### src/rtl/core_id_scoreboard.sv
// rtl/core_id_scoreboard.sv - decode-to-execute register scoreboard with RAW, capacity and serialize interlocks
// Optional build macro: CORE_SB_WAW_CHECK_EN (also interlock on outstanding writes to the same rd).
module core_id_scoreboard #(
    parameter int MAX_INFLIGHT = 8,
    parameter int PEND_W       = 2
) (
    input  logic       clk,
    input  logic       rst,
    input  logic       id_valid,
    output logic       id_ready,
    output logic       ex_valid,
    input  logic       ex_ready,
    input  logic       rs1_ren,
    input  logic       rs2_ren,
    input  logic       rd_wen,
    input  logic [4:0] rs1_idx,
    input  logic [4:0] rs2_idx,
    input  logic [4:0] rd_idx,
    input  logic       id_serialize,
    input  logic       wb_valid,
    input  logic       wb_claim,
    input  logic [4:0] wb_idx,
    input  logic       flush,
    output logic [1:0] sb_state,
    output logic [3:0] inflight,
    output logic       sb_err
);

    localparam logic [1:0] ST_RUN   = 2'd0;
    localparam logic [1:0] ST_STALL = 2'd1;
    localparam logic [1:0] ST_DRAIN = 2'd2;

    localparam logic [3:0]        MAX_CNT  = 4'(MAX_INFLIGHT);
    localparam logic [PEND_W-1:0] PEND_MAX = '1;
    localparam logic [PEND_W-1:0] PEND_ONE = PEND_W'(1);

    // Entry 0 is held at zero so x0 can never hazard or be claimed.
    logic [PEND_W-1:0] pend [0:31];

    logic        raw_hz;
    logic        cap_hz;
    logic        ser_hz;
    logic        waw_hz;
    logic        hazard;
    logic        issue;
    logic        rel_req;
    logic        rel_ok;
    logic        wb_ok;
    logic [31:0] claim_vec;
    logic [31:0] rel_vec;
    logic [1:0]  state_nxt;

    always_comb begin
        raw_hz = (rs1_ren && (pend[rs1_idx] != '0)) || (rs2_ren && (pend[rs2_idx] != '0));
        cap_hz = (inflight == MAX_CNT) || (rd_wen && (pend[rd_idx] == PEND_MAX));
        ser_hz = id_serialize && (inflight != 4'd0);
`ifdef CORE_SB_WAW_CHECK_EN
        waw_hz = rd_wen && (rd_idx != 5'd0) && (pend[rd_idx] != '0);
`else
        waw_hz = 1'b0;
`endif
        hazard = raw_hz || cap_hz || ser_hz || waw_hz;
    end

    assign ex_valid = !rst && id_valid && !hazard && !flush;
    assign id_ready = !rst && ((ex_ready && !hazard) || flush);
    assign issue    = ex_valid && ex_ready;

    // A release against an idle counter (or empty pipeline) is a protocol error and is dropped.
    assign rel_req = wb_valid && wb_claim && (wb_idx != 5'd0);
    assign rel_ok  = rel_req && (pend[wb_idx] != '0);
    assign wb_ok   = wb_valid && (inflight != 4'd0);

    always_comb begin
        claim_vec = '0;
        rel_vec   = '0;
        if (issue && rd_wen && (rd_idx != 5'd0)) begin
            claim_vec = 32'd1 << rd_idx;
        end
        if (rel_ok) begin
            rel_vec = 32'd1 << wb_idx;
        end
    end

    always_comb begin
        state_nxt = sb_state;
        if (flush) begin
            state_nxt = ST_RUN;
        end else begin
            case (sb_state)
                ST_RUN: begin
                    if (id_valid && ser_hz) begin
                        state_nxt = ST_DRAIN;
                    end else if (id_valid && (raw_hz || cap_hz || waw_hz)) begin
                        state_nxt = ST_STALL;
                    end
                end
                ST_STALL: begin
                    if (!id_valid || !hazard) begin
                        state_nxt = ST_RUN;
                    end
                end
                ST_DRAIN: begin
                    if (inflight == 4'd0) begin
                        state_nxt = ST_RUN;
                    end
                end
                default: state_nxt = ST_RUN;
            endcase
        end
    end

    always_ff @(posedge clk) begin
        if (rst) begin
            for (int i = 0; i < 32; i++) begin
                pend[i] <= '0;
            end
            inflight <= 4'd0;
            sb_state <= ST_RUN;
            sb_err   <= 1'b0;
        end else begin
            for (int i = 1; i < 32; i++) begin
                if (claim_vec[i] && !rel_vec[i]) begin
                    pend[i] <= pend[i] + PEND_ONE;
                end else if (rel_vec[i] && !claim_vec[i]) begin
                    pend[i] <= pend[i] - PEND_ONE;
                end
            end
            if (issue && !wb_ok) begin
                inflight <= inflight + 4'd1;
            end else if (wb_ok && !issue) begin
                inflight <= inflight - 4'd1;
            end
            sb_state <= state_nxt;
            if ((rel_req && !rel_ok) || (wb_valid && !wb_ok)) begin
                sb_err <= 1'b1;
            end
        end
    end

endmodule

### config.mk
export PLATFORM = sky130hd
export DESIGN_NAME = core_id_scoreboard
export DESIGN_NICKNAME = d
export VERILOG_FILES = /design/src/rtl/core_id_scoreboard.sv
export SDC_FILE = /design/constraint.sdc
export NUM_CORES = 1
export LEC_CHECK = 0
export ABC_AREA = 1
export BUFFER_PORTS_ARGS = -buffer_cell sky130_fd_sc_hd__buf_2
export CORE_ASPECT_RATIO = 0.9
export CORE_MARGIN = 5
export CORE_UTILIZATION = 60
export DETAILED_ROUTE_END_ITERATION = 16
export PLACE_DENSITY = 0.86
export SYNTH_ARGS = -nofsm -noshare
export SYNTH_HDL_FRONTEND = slang
export SYNTH_SLANG_ARGS = --single-unit
### constraint.sdc
create_clock -name clk -period 4.9 [get_ports clk]
set_input_delay 0.245 -clock clk [delete_from_list [all_inputs] [get_ports clk]]
set_output_delay 0.245 -clock clk [all_outputs]
set_load 0.01 [all_outputs]
==> results.yml, run 1 <==
die:
  die_y_um: 108
  die_area_um2: 12800
  num_io_pins: 40
  core_area_um2: 10300
  die_width_um: 118
  num_rows: 35
  start_util: 0.618
cts:
  tritoncts: "done"
  path_clk_slew_ns: 0.05
  cts_setup_buffers: 0
  cts_hold_buf: 0
  cts.path.max_buffers: 2
  htreeDepth: 3
  numCtsBuffers: 9
  clock_latency_ns: 0.34
  numClockSinks: 69
  cts_root_buf: "clkbuf_16"
  cts.repair.resized: 0
job:
  cap_violations: 0
yosys:
  synth-seq-cells: 69
  synth_cell_types: 38
  yosys.area.top_type: "edfxtp_1"
  syn_nets: 1084
  synthesis.area_um2: 6350
  yosysWarningCount: 0
  synth_top_area_frac: 0.293
  synthCells: 1049
  syn_avg_cell_area_um2: 6.06
  synthTopCellsByArea: "edfxtp_1, nand2_1, nor2_1, nand3_1, inv_1"
  ys_seq_area_frac: 0.315
global_routing:
  grt_use_met3: 0.0699
  grt_use_met1: 0.406
  grt-busiest-layer: "met2"
  antenna_found_initial: 0
  gr-total-overflow: 0
  grt_pass1_wl_um: 30700
  grt_pass1_vias: 6206
  grt_max_degree: 51
  grt_use_total: 0.297
  use_met2: 0.463
hold_path:
  hold_path.class: "in -> reg"
  hp-start: "id_valid"
setup_path:
  crit_fanout: 41
  critPathRequiredTime_ns: 5.17
  timing.rr.start: "pend[25][0]"
  startpoint_type: "input port"
  end_kind: "flip-flop"
  crit_start: "rd_idx[0]"
  cp.arrival_ns: 3.71
  crit_type: "in -> reg"
finish:
  layout_common_cells: "nand2_1, nor2_1, inv_1, nand3_1, edfxtp_1"
  insertedDiodeCount: 0
  drive_gt1_frac: 0.0767
  fin_nets: 1099
  fillers: 943
  synthToLayoutAreaGrowth_pct: 7.48
  layout_commonest_cell: "nand2_1"
pwr:
  leakage_nw: 3.27
  power.total_mw: 1.86
  powerDensity_nw_per_um2: 272
  ir_drop_uv: 240
timing:
  worstMarginPinSlew_ns: 0.796
  fin_crit_sh: 0.702
  setup_tns_ns: 0
  slew_headroom: 0.467
  skew_ns: 0.00639
  period_needed_ns: 3.44
  fmax_ghz: 0.291
  setup_slack_ns: 1.46
  finalSetupViolations: 0
  final-hold-violation-count: 0
  grt_setup_unrepaired: "false"
  slew_violations: 0
placement:
  io_buffer_count: 39
  dp_slack_ns: 1.18
  place_congestion: 0.996
  post-dp-hpwl_um: 13900
outcome:
  outcome: "finished, final reports clean"
detailed_routing:
  drt_pass1_iterations: 6
  num_vias: 6994
  postRouteWirelength_um: 18800
  initialDrtViolationCount: 1013
  remaining_drc_errors: 0
  detail-route-antenna-nets: 0
  via_per_inst: 5.84
  wl_per_cell_um: 15.7
[synth_stat cells (all sizes together)]
cell type / number
a211oi: 1
a21oi: 50
a22oi: 3
and3: 1
buf: 18
clkbuf: 20
clkinv: 2
dfxtp: 7
edfxtp: 62
fa: 1
ha: 3
inv: 115
nand2: 379
nand3: 97
nand3b: 15
nand4: 11
nor2: 175
nor3: 35
nor4: 4
o2111ai: 3
o211ai: 2
o21ai: 16
o22a: 1
o22ai: 3
o31ai: 1
or2: 5
xnor2: 1
xor2: 18
[through the flow]
step	instances	cell area, um^2	hold slack, ns	util
global placement	1182	6550	0.449	0.636
floorplan	1049	6350	0.377	-
finish	1198	6830	0.163	0.664
detailed placement	1182	6550	0.462	0.636
global route	1198	6830	0.170	0.664
CTS	1198	6830	0.160	0.664
[cell type report]
| cell class | instances | area, um^2 | area share |
|---|---|---|---|
| flip-flops and latches | 69 | 2000 | 0.293 |
| inverters | 117 | 439 | 0.0643 |
| clock inverters | 1 | 5.00 | 0.000733 |
| clock buffers | 15 | 278 | 0.0407 |
| multi-input cells | 825 | 3730 | 0.546 |
| repair buffers | 42 | 218 | 0.0319 |
| well taps | 129 | 161 | 0.0236 |
[path summary, 6_finish.rpt]
kind                      end  slack (ns)  depth (start not counted)
hold / removal    sb_state[0]        0.16                          3
hold reg to reg        sb_err        0.47                          2
setup / recovery  inflight[3]        1.46                         23
setup reg to reg  inflight[3]        1.54                         21
[cell families after synthesis]
| logic type | count (synthesis) | synth area share |
|---|---|---|
| adders and majority gates | 4 | 0.00906 |
| and+or+nand+nor | 722 | 0.483 |
| AOI/OAI and AO/OA | 80 | 0.0687 |
| xor gates and xnor gates | 19 | 0.0262 |
| DFF | 69 | 0.315 |
| buffers and inverters | 155 | 0.0984 |
[layer usage]
layer	share of wire	wire length, um
met1	0.40	7550
met5	0	0
met3	0.14	2700
met2	0.42	7930
met4	0.031	581
[worst max-delay path, stage by stage]
cell and delay [ns]:
buf_2 0.53, inv_2 0.38, nand2_1 0.15, nand2_1 0.06, nand2_1 0.05, nand2_1 0.05
nand3_1 0.08, nand3_1 0.11, nand3_1 0.10, nand2_1 0.10, nand2_1 0.06, nand2_1 0.09
nor2_4 0.16, nand3_1 0.11, inv_1 0.07, ha_1 0.17, inv_1 0.09, ha_1 0.34
and3_1 0.18, a211oi_1 0.22, xor2_1 0.17, nand2_1 0.07, a21oi_1 0.11
[power by group]
part	internal (mW)	switching (mW)
Clock	0.384	0.237
Sequential	0.698	0.0587
Combinational	0.160	0.320
Total	1.24	0.615
[sequential cells by signal, indices dropped and copies added (netlist names)]
name	cells
inflight	4
sb_state	2
pend	62
sb_err	1
(Power assumes the default switching activity.)
==> run 2: changes to the inputs <==
clock period = 3.4 ns   (was 4.9 ns; I/O delays follow)
==> results.yml, run 2 (synthesis results as in run 1) <==
setup_path:
  crit_path_frequent_cell: "nand2_1"
  cp.arrival_ns: 3.40
  cp_top_family: "simple AND/OR/NAND/NOR gates"
  startpoint_type: "flip-flop"
  path_cells: "buf_4 -> nand2_1 -> nand2_1 -> nand2_1 -> nand2_1 -> nand3_1 -> nand3_1 -> nand3_1 -> nand2_1 -> nand2_1 -> nand2_1 -> nor2_4 -> nand3_1 -> inv_1 -> ha_1 -> inv_1 -> ha_1 -> and3_1 -> a211oi_2 -> xor2_1 -> nand2_1 -> a21oi_1"
  end_kind: "flip-flop"
  critPathRequiredTime_ns: 3.66
  crit_fanout: 4
  cp_slowest_stage_delay_ns: 0.42
  crit_buf_inv: 3
  critPathSlowestCell: "edfxtp_1"
  crit_type: "reg -> reg"
detailed_routing:
  postRouteWirelength_um: 20700
  remaining_drc_errors: 0
  num_vias: 7228
  detail-route-antenna-nets: 0
  wl_per_cell_um: 16.9
  drt_pass1_iterations: 8
  initialDrtViolationCount: 965
  via_per_inst: 5.89
pwr:
  leakage_nw: 3.44
  internal_power_mw: 1.91
  powerDensity_nw_per_um2: 401
  p_comb_frac: 0.267
  pwr-share-clk: 0.354
  p_switching_uw: 962
  ir_drop_uv: 385
  power.total_mw: 2.88
  pwr-share-seq: 0.380
  swShare: 0.334
global_routing:
  grt_max_degree: 50
  gr-total-overflow: 0
  grt_pass1_vias: 6329
  antenna_found_initial: 0
  grt_use_total: 0.315
  grt_pass1_wl_um: 31800
outcome:
  outcome: "finished, final reports clean"
finish:
  layout_commonest_cell: "nand2_1"
  synthToLayoutAreaGrowth_pct: 12.9
  largestRegisters: "pend (62), inflight (4), sb_state (2)"
  max_flop_register: "pend"
  drive_gt1_frac: 0.121
  final_cell_area_um2: 7170
  largest_reg_flops: 62
  final_util: 0.697
  post_layout_nonfiller_instances: 1228
  fin_nets: 1129
  insertedDiodeCount: 0
  layout_common_cells: "nand2_1, nor2_1, inv_1, nand3_1, edfxtp_1"
placement:
  dp_slack_ns: 0.244
  place_congestion: 1.09
  placed_cells: 1196
  post-dp-hpwl_um: 14800
  io_buffer_count: 39
  placed_area_um2: 6650
die:
  num_rows: 35
  start_util: 0.618
  die_area_um2: 12800
  die_y_um: 108
  num_io_pins: 40
  die_width_um: 118
  core_area_um2: 10300
cts:
  numCtsBuffers: 9
  numClockSinks: 69
  htreeDepth: 3
  cts.path.max_buffers: 2
  cts_root_buf: "clkbuf_16"
  clock_latency_ns: 0.34
  tritoncts: "done"
  path_clk_slew_ns: 0.06
  cts_hold_buf: 0
timing:
  period_needed_ns: 3.14
  finalSetupViolations: 0
  slew_headroom: 0.552
  skew_ns: 0.00725
  setup_tns_ns: 0
  slew_violations: 0
  fmax_ghz: 0.318
  setup_slack_ns: 0.260
  worstMarginPinSlew_ns: 0.668
  final-hold-violation-count: 0
  whs_ns: 0.0819
  fin_crit_sh: 0.924
job:
  cap_violations: 0
hold_path:
  hold_path.class: "in -> reg"
## run 2: timing repair
action,CTS,global route
resized for setup,0,26
buffers inserted,0,16
endpoints found under the setup margin,0,1
## run 2: path summary, 6_finish.rpt
kind / start / to / slack, ns / depth (start not counted)
worst min register to register: sb_err / sb_err / 0.48 / 2
worst max-delay path: pend[29][0] / inflight[3] / 0.26 / 22
worst max register to register: pend[29][0] / inflight[3] / 0.26 / 22
worst min-delay path: id_valid / sb_state[0] / 0.08 / 3
## run 2: metal layers
| metal | vias up | wire, um | track usage |
|---|---|---|---|
| li1 | 3449 | - | - |
| met1 | 3191 | 8280 | 0.428 |
| met2 | 508 | 8850 | 0.489 |
| met3 | 80 | 2840 | 0.0815 |
| met4 | 0 | 745 | 0.110 |
| met5 | - | 0 | 0 |
## run 2: cell type report
type	instances	area (um^2)
well taps	129	161
clock inverters	7	90.1
flip-flops and latches	69	2000
multi-input cells	825	3810
repair buffers	72	443
fillers	907	3120
clock buffers	9	225
inverters	117	439
## run 2: worst register-to-register path, cell delays in order (launching register included)
cell	delay, ns
edfxtp_1	0.42
buf_4	0.17
nand2_1	0.05
nand2_1	0.05
nand2_1	0.05
nand2_1	0.06
nand3_1	0.10
nand3_1	0.11
nand3_1	0.10
nand2_1	0.06
nand2_1	0.06
nand2_1	0.10
nor2_4	0.19
nand3_1	0.11
inv_1	0.07
ha_1	0.18
inv_1	0.10
ha_1	0.35
and3_1	0.20
a211oi_2	0.17
xor2_1	0.17
nand2_1	0.07
a21oi_1	0.13
## run 2: power by group through the flow
stage | sequential [mW] | combinational, mW | clock (mW)
final | 1.09 | 0.767 | 1.02
after global routing | 1.10 | 0.845 | 1.06
after CTS | 1.08 | 0.701 | 1.02
after detailed placement | 1.10 | 0.695 | 0
after global placement | 1.10 | 0.676 | 0
after floorplan | 1.09 | 0.484 | 0
